## src/rtl/imm_ext_arbiter.sv

```systemverilog
// imm_ext_arbiter: round-robin share of one sign-extension unit between two requesters.
// Define IMM_EXT_ARB_BSHIFT_EN to shift branch-type results (Ctrl 010/011) left by 2.
module imm_ext_arbiter (
   input  logic        CLK,
   input  logic        Reset_L,
   input  logic        Req0Valid,
   input  logic [25:0] Req0Imm26,
   input  logic [2:0]  Req0Ctrl,
   output logic        Req0Ready,
   input  logic        Req1Valid,
   input  logic [25:0] Req1Imm26,
   input  logic [2:0]  Req1Ctrl,
   output logic        Req1Ready,
   output logic [25:0] ExtImm26,
   output logic [2:0]  ExtCtrl,
   input  logic [63:0] ExtBusImm,
   output logic        RspValid,
   output logic [63:0] RspBusImm,
   output logic        RspId,
   output logic        RspErr,
   input  logic        RspReady
);
   typedef enum logic {EMPTY, FULL} state_t;
   state_t      state_q, state_d;
   logic        last_q, last_d;
   logic [63:0] bus_q, bus_d;
   logic        id_q, id_d, err_q, err_d;
   logic        open, gnt0, gnt1, acc, illegal;
   logic [63:0] res;
   always_comb begin
      open      = Reset_L && (state_q == EMPTY || RspReady);
      // last_q holds the previous winner, so a tie goes to the other requester
      gnt0      = Req0Valid && (!Req1Valid || last_q);
      gnt1      = Req1Valid && (!Req0Valid || !last_q);
      Req0Ready = open && gnt0;
      Req1Ready = open && gnt1;
      acc       = Req0Ready || Req1Ready;
      ExtImm26  = Req1Ready ? Req1Imm26 : Req0Imm26;
      ExtCtrl   = Req1Ready ? Req1Ctrl : Req0Ctrl;
      illegal   = ExtCtrl[2] && (ExtCtrl[1] || ExtCtrl[0]);
`ifdef IMM_EXT_ARB_BSHIFT_EN
      res       = illegal ? '0 : (ExtCtrl[2:1] == 2'b01) ? {ExtBusImm[61:0], 2'b00} : ExtBusImm;
`else
      res       = illegal ? '0 : ExtBusImm;
`endif
      state_d   = acc ? FULL : (RspReady ? EMPTY : state_q);
      last_d    = acc ? Req1Ready : last_q;
      bus_d     = acc ? res : bus_q;
      id_d      = acc ? Req1Ready : id_q;
      err_d     = acc ? illegal : err_q;
   end
   always_ff @(posedge CLK) begin
      if (!Reset_L) begin
         state_q <= EMPTY;
         last_q  <= 1'b1;
         bus_q   <= '0;
         id_q    <= 1'b0;
         err_q   <= 1'b0;
      end else begin
         state_q <= state_d;
         last_q  <= last_d;
         bus_q   <= bus_d;
         id_q    <= id_d;
         err_q   <= err_d;
      end
   end
   assign RspValid  = (state_q == FULL);
   assign RspBusImm = bus_q;
   assign RspId     = id_q;
   assign RspErr    = err_q;
endmodule

```

## config.mk

```make
export PLATFORM = sky130hd
export DESIGN_NAME = imm_ext_arbiter
export DESIGN_NICKNAME = d
export VERILOG_FILES = /design/src/rtl/imm_ext_arbiter.sv
export SDC_FILE = /design/constraint.sdc
export NUM_CORES = 1
export LEC_CHECK = 0
export BUFFER_PORTS_ARGS = -buffer_cell sky130_fd_sc_hd__buf_2
export CAP_MARGIN = 10
export CORE_ASPECT_RATIO = 1.2
export CORE_MARGIN = 5
export CORE_UTILIZATION = 37
export DETAILED_ROUTE_END_ITERATION = 7
export GPL_TIMING_DRIVEN = 0
export PLACE_DENSITY_LB_ADDON = 0.1
export SLEW_MARGIN = 25
export SYNTH_ARGS = -nofsm -noshare
export SYNTH_HDL_FRONTEND = slang
export SYNTH_SLANG_ARGS = --single-unit
```

## constraint.sdc

```tcl
create_clock -name CLK -period 1.98 [get_ports CLK]
set_input_delay 0.396 -clock CLK [delete_from_list [all_inputs] [get_ports CLK]]
set_output_delay 0.396 -clock CLK [all_outputs]
set_load 0.01 [all_outputs]
```

==> metrics.txt, run 1 <==
outcome complete, but fails checks; failing checks setup timing; clk buf depth 2; global-route wire length before repair about 13 mm; fin nets 565; most common cell in the synthesized netlist dfxtp_1; Synth top area share 0.542; switching portion of total power 0.249; Vias ~2.6k; routed len/inst 16.2 um; Syn Area/Cell 12.5 um^2; critical path launch point last_q; worst r2r src last_q; RSZ-0062 raised after global routing true; Peak VDD IR 0.404 mV; post-synth top area cell dfxtp_1; Switch Pwr approximately 0.90 mW; Peak Freq 505 MHz; hold_sp ExtBusImm[0]; Buffers on Ports around 220; clock root cell clkbuf_8; DPL Wire Length 6.79 mm; pin count of the biggest net entering global routing 13; Starting Density 0.373; Cells after Synth 201; Routed WL ~8.6 mm; Rows 33; WHS about 0.26 ns; max-slew violations 0; Max-slew headroom 0.768; Cell Pwr Density around 870 nW/um^2; CP Class register to output port; ys flop type dfxtp_1; Hold Vio Cnt, Final 0; number of global-route vias before repair about 2.6k; clock slew at reported path FFs roughly 0.070 ns; synth unique cells 22; I/O pin count between 200 and 250; worst endpoint required time approximately 1.6 ns; max cap viols 0; Setup Viol. Count Final 1; vias per cell between 4 and 5; crit path time final 1.98 ns; EDFF count, synth 0; CTS tree built; area grow syn2layout 64.3%; Hold-fix buffers, CTS 0; Seq/Total Area, Yosys 0.542; GP Congestion a little over 0.8; Core Region 6730 um^2; H-tree levels 3; post-synthesis async set-or-reset flop share 0; Syn. warnings 0; combinational power share 0.197; CTS sink cnt 68; Clock Skew 0.00571 ns; GRT overflow 0; initial antenna violation count 0; Clk Latency, worst-skew pair between 0.3 and 0.4 ns; CP arrival 1.59 ns; layout cells sized above 1 0.665; Setup WS post-layout -0.00135 ns; #FFs+latches synth 68; CP endpoint kind output port; sequential share of power 0.428; Cell Area, Synth between 2000 and 3000 um^2; # diodes 0; Remaining DRCs 0; Internal Power ~2.7 mW; startpoint types register; clock network fraction of design power 0.375; final setup TNS -0.00135 ns; number of buffers created by CTS 9; Die Ht approximately 100 um; Tot GR Track Use 0.190; top post-synthesis cells by area dfxtp_1 (54%), a22o_1 (22%), mux2_2 (13%); Leakage approximately 2.2 nW; fin crit share 1.00; Routed Antenna Nets 0; Starting DRT DRC Count 83; DIE WIDTH 85.2 um; first-pass iteration count of the detailed router 4; Worst Hold Class input port to register; syn nets between 300 and 400; commonest cells in the netlist dfxtp_1 (68), a22o_1 (64), mux2_2 (29); Die ar. about 8500 um^2; CP max FO 5; Worst-Margin Slew 0.347 ns
[area by class of cell]
class	count	area [um^2]
fillers	571	2600
flip-flops and latches	68	1360
repair buffers	226	1220
multi-input cells	111	1030
plain buffers	18	153
clock buffers	9	124
clock inverters	6	114
well taps	87	109
inverters	4	15.0
[layout by cell type (no fill, tap or decap), types with 3 or more instances in the layout]
cell and count:
buf_6 18, clkbuf_8 9, buf_2 221, mux2_2 29, inv_1 4, bufinv_16 3, a22o_1 64, buf_4 3
dfxtp_1 66
[critical path, cell delays in order, from the launching register on]
cell and delay (ns):
dfxtp_2 0.34, a21boi_4 0.16, nand3_4 0.15, clkbuf_16 0.19, mux2_2 0.29, buf_6 0.13
[logic make-up after synthesis]
logic type,after synthesis,synth area share
AOI/OAI and AO/OA,71,0.244
buffers and inverters,22,0.0578
DFF,68,0.542
muxes,29,0.130
and+or+nand+nor,11,0.0269
[stage by stage]
step | utilization | setup WS [ns] | area, um^2 | total power [mW] | cells
CTS | 0.598 | -0.0159 | 4030 | 3.61 | 528
finish | 0.613 | -0.00135 | 4130 | 3.60 | 529
global route | 0.613 | -0.0503 | 4130 | 3.77 | 529
floorplan | - | 0.227 | 2510 | 1.90 | 201
global placement | 0.555 | -0.121 | 3740 | 2.23 | 511
detailed placement | 0.555 | -0.128 | 3740 | 2.24 | 511
[per-layer routing]
metal	wire, um	up-vias	track usage	part of all wire
met5	0	-	0	0
li1	-	1241	-	-
met2	4140	158	0.318	0.48
met3	944	11	0.0649	0.11
met4	150	0	0.0780	0.018
met1	3330	1142	0.223	0.39
[timing repair]
| action | CTS | global route |
|---|---|---|
| pin swaps | 2 | 2 |
| cloned | 0 | 1 |
| setup endpoints to repair | 27 | 29 |
| setup buffers | 2 | 0 |
| gates resized for setup | 9 | 14 |
[sequential cells by signal (all words and copies together), names as in the netlist]
register,count
RspBusImm,64
RspErr,1
RspId,1
RspValid,1
last_q,1
[worst paths after layout]
| kind | to | slack, ns | cells after the start |
|---|---|---|---|
| max | ExtImm26[19] | -0.001 | 5 |
| min | RspBusImm[0] | 0.26 | 2 |
| max reg2reg | RspBusImm[55] | 0.41 | 7 |
| min reg2reg | RspId | 0.46 | 2 |
[power groups by stage]
| stage | logic, mW | clock network [mW] | registers, mW |
|---|---|---|---|
| 3_5_place_dp | 0.670 | 0 | 1.57 |
| 6_report | 0.708 | 1.35 | 1.54 |
| 4_1_cts | 0.687 | 1.38 | 1.54 |
| 5_1_grt | 0.766 | 1.45 | 1.56 |
| 2_1_floorplan | 0.277 | 0 | 1.63 |
| 3_3_place_gp | 0.666 | 0 | 1.57 |
Note: power is estimated with default switching activity, not from simulation.
==> run 2: changes to the inputs <==
--- a/config.mk
+++ b/config.mk
@@ -5,11 +5,12 @@
 export SDC_FILE = /design/constraint.sdc
 export NUM_CORES = 1
 export LEC_CHECK = 0
+export ABC_AREA = 1
 export BUFFER_PORTS_ARGS = -buffer_cell sky130_fd_sc_hd__buf_2
 export CAP_MARGIN = 10
 export CORE_ASPECT_RATIO = 1.2
 export CORE_MARGIN = 5
-export CORE_UTILIZATION = 37
+export CORE_UTILIZATION = 44
 export DETAILED_ROUTE_END_ITERATION = 7
 export GPL_TIMING_DRIVEN = 0
 export PLACE_DENSITY_LB_ADDON = 0.1
==> metrics.txt, run 2 <==
Remaining DRCs 0 (unchanged); # diodes 0 (unchanged); max-slew violations 0 (unchanged); Rows 36 (+9.1%); Routed Antenna Nets 0 (unchanged); EDFF count, synth 0 (unchanged); fin crit share 0.963 (-0.0377); WHS 0.351 ns (+0.0869 ns); Final Power 3.97 mW (+10%); Synth top area share 0.371 (-0.171); post-synthesis async set-or-reset flop share 0 (unchanged); pin count of the biggest net entering global routing 13 (unchanged); area grow syn2layout 46.8%; Hold Vio Cnt, Final 0 (unchanged); Routed WL 12.9 mm (+51%); Worst-Margin Slew 0.490 ns (+0.143 ns); max cap viols 0 (unchanged); global-route wire length before repair 20.2 mm (+60%); H-tree levels 3 (unchanged); first-pass iteration count of the detailed router 5 (+1); routed len/inst 14.1 um (-13%); Seq/Total Area, Yosys 0.371 (-0.171); number of buffers created by CTS 9 (unchanged); Peak VDD IR 0.446 mV (+10%); crit path time final 1.91 ns (-0.0746 ns); Cell Pwr Density 739 nW/um^2 (-15%); number of global-route vias before repair 4234 (+65%); Max-slew headroom 0.673 (-0.0942); Die Ht 110 um (+9.7%); hold_sp ExtBusImm[14]; GP Congestion 0.892 (+11%); Worst Hold Class input port to register; clock slew at reported path FFs 0.08 ns (about the same); syn nets 682 (+110%); most frequent cells in the layout buf_2 (244), nand2_1 (154), inv_1 (72); CP max FO 7 (+2); Cells after Synth 555 (+180%); startpoint types register; vias per cell 4.82 (-0.10%); Starting Density 0.450 (+0.0764); CP arrival 1.51 ns (-0.08 ns); filler instances 748 (+31%); worst flop-to-flop path endpoint RspBusImm[51]; DIE WIDTH 93.3 um (+9.5%); Tot GR Track Use 0.243 (+0.0525); RSZ-0062 raised after global routing false; R2R Setup Slk 0.16 ns (-0.25 ns); Syn Area/Cell 6.61 um^2 (-47%); DPL Wire Length 9.53 mm (+40%); worst r2r src last_q; placed cell areas 4920 um^2 (+32%); I/O pin count 225 (unchanged); synth unique cells 17 (-23%); CP Class register to output port; CTS sink cnt 68 (unchanged); ys flop type dfxtp_1; Hold Path Depth 5 (+3); Syn. warnings 0 (unchanged); outcome completed; Starting DRT DRC Count 242 (+190%); layout cells sized above 1 0.363 (-0.302); Setup Viol. Count Final 0 (-1); most common cell in the synthesized netlist nand2_1; Hold Path End RspBusImm[14]; post-synth top area cell dfxtp_1; top post-synthesis cells by area dfxtp_1 (37%), nand2_1 (16%), nand3b_1 (13%); Clk Latency, worst-skew pair 0.35 ns (about the same); worst endpoint required time 1.58 ns (about the same); GRT overflow 0 (unchanged); commonest non-fill, non-tap cell in the layout buf_2; R2R depth 9 (+2); CTS tree built; commonest cells in the netlist nand2_1 (160), inv_1 (73), dfxtp_1 (68); Buffers on Ports 223 (unchanged); clock root cell clkbuf_8; Peak Freq 524 MHz (+3.9%); Leakage 3.13 nW (+43%); #FFs+latches synth 68 (unchanged); clk buf depth 2 (unchanged); fin nets 926 (+64%); Cell Area, Synth 3670 um^2 (+46%); max reg flops 64 (unchanged); Hold-fix buffers, CTS 0 (unchanged); Die ar. 10300 um^2 (+20%); Clock Skew 0.0101 ns (+0.00442 ns); initial antenna violation count 0 (unchanged); design area 5380 um^2 (+30%); final setup TNS 0 ns (+0.00135 ns); Vias 4424 (+73%); CP endpoint kind output port; Core Region 8150 um^2 (+21%)
==> run 2: cells by family after synthesis <==
kind of cell	share of synthesized area
buffers and inverters	0.135
flip-flops	0.371
AO/OA/AOI/OAI	0.105
AND/OR/NAND/NOR	0.389
==> run 2: per-layer routing <==
layer	up-vias	share of wire	global-route usage
met5	-	0	0
met4	0	0.021	0.0764
met3	25	0.072	0.0502
met2	171	0.49	0.413
met1	1979	0.42	0.309
li1	2249	-	-
==> run 2: how the worst max path moves through the flow <==
| stage | startpoint | cells past startpoint | slack [ns] | to |
|---|---|---|---|---|
| 6_report | last_q | 9 | 0.07 | ExtImm26[13] |
| 5_1_grt | last_q | 8 | 0.005 | ExtImm26[22] |
| 4_1_cts | RspValid | 8 | 0.009 | ExtImm26[17] |
| 3_5_place_dp | Req0Valid | 10 | -0.21 | ExtImm26[9] |
| 3_3_place_gp | Req0Valid | 10 | -0.18 | ExtImm26[9] |
| 2_1_floorplan | Reset_L | 7 | 0.20 | ExtImm26[16] |
==> run 2: timing repair <==
| action | in CTS | in global routing |
|---|---|---|
| cloned | 0 | 3 |
| setup endpoints to repair | 27 | 25 |
| resized for setup | 22 | 12 |
| buffers inserted | 3 | 4 |
| pin swaps | 1 | 2 |
==> run 2: layout make-up <==
class | instances | area [um^2] | share of cell area
Timing Repair Buffer | 233 | 1250 | 0.233
Inverter | 73 | 274 | 0.0509
Tap cell | 114 | 143 | 0.0265
Clock inverter | 6 | 87.6 | 0.0163
Multi-Input combinational cell | 366 | 1840 | 0.341
Buffer | 48 | 285 | 0.0530
Clock buffer | 10 | 138 | 0.0256
Sequential cell | 68 | 1370 | 0.254
==> run 2: metrics by stage <==
stage | utilization | std cells | setup WS (ns)
after floorplan | - | 555 | 0.197
after global placement | 0.604 | 892 | -0.177
after detailed placement | 0.604 | 892 | -0.214
after CTS | 0.643 | 911 | 0.00920
after global routing | 0.660 | 918 | 0.00482
final | 0.660 | 918 | 0.0732
==> run 2: where the power goes <==
group,switching [mW],internal [mW],total (mW)
clock,0.552,0.744,1.30
sequential,0.0660,1.50,1.57
combinational,0.611,0.498,1.11
==> run 2: worst max-delay path, cell delays in order (launching register included) <==
cell and delay (ns):
dfxtp_4 0.36, nand2_2 0.07, nand2_4 0.07, inv_2 0.06, nand2_2 0.07, buf_8 0.16, clkbuf_16 0.15, nand2_1 0.05
nand2_1 0.05, buf_2 0.14
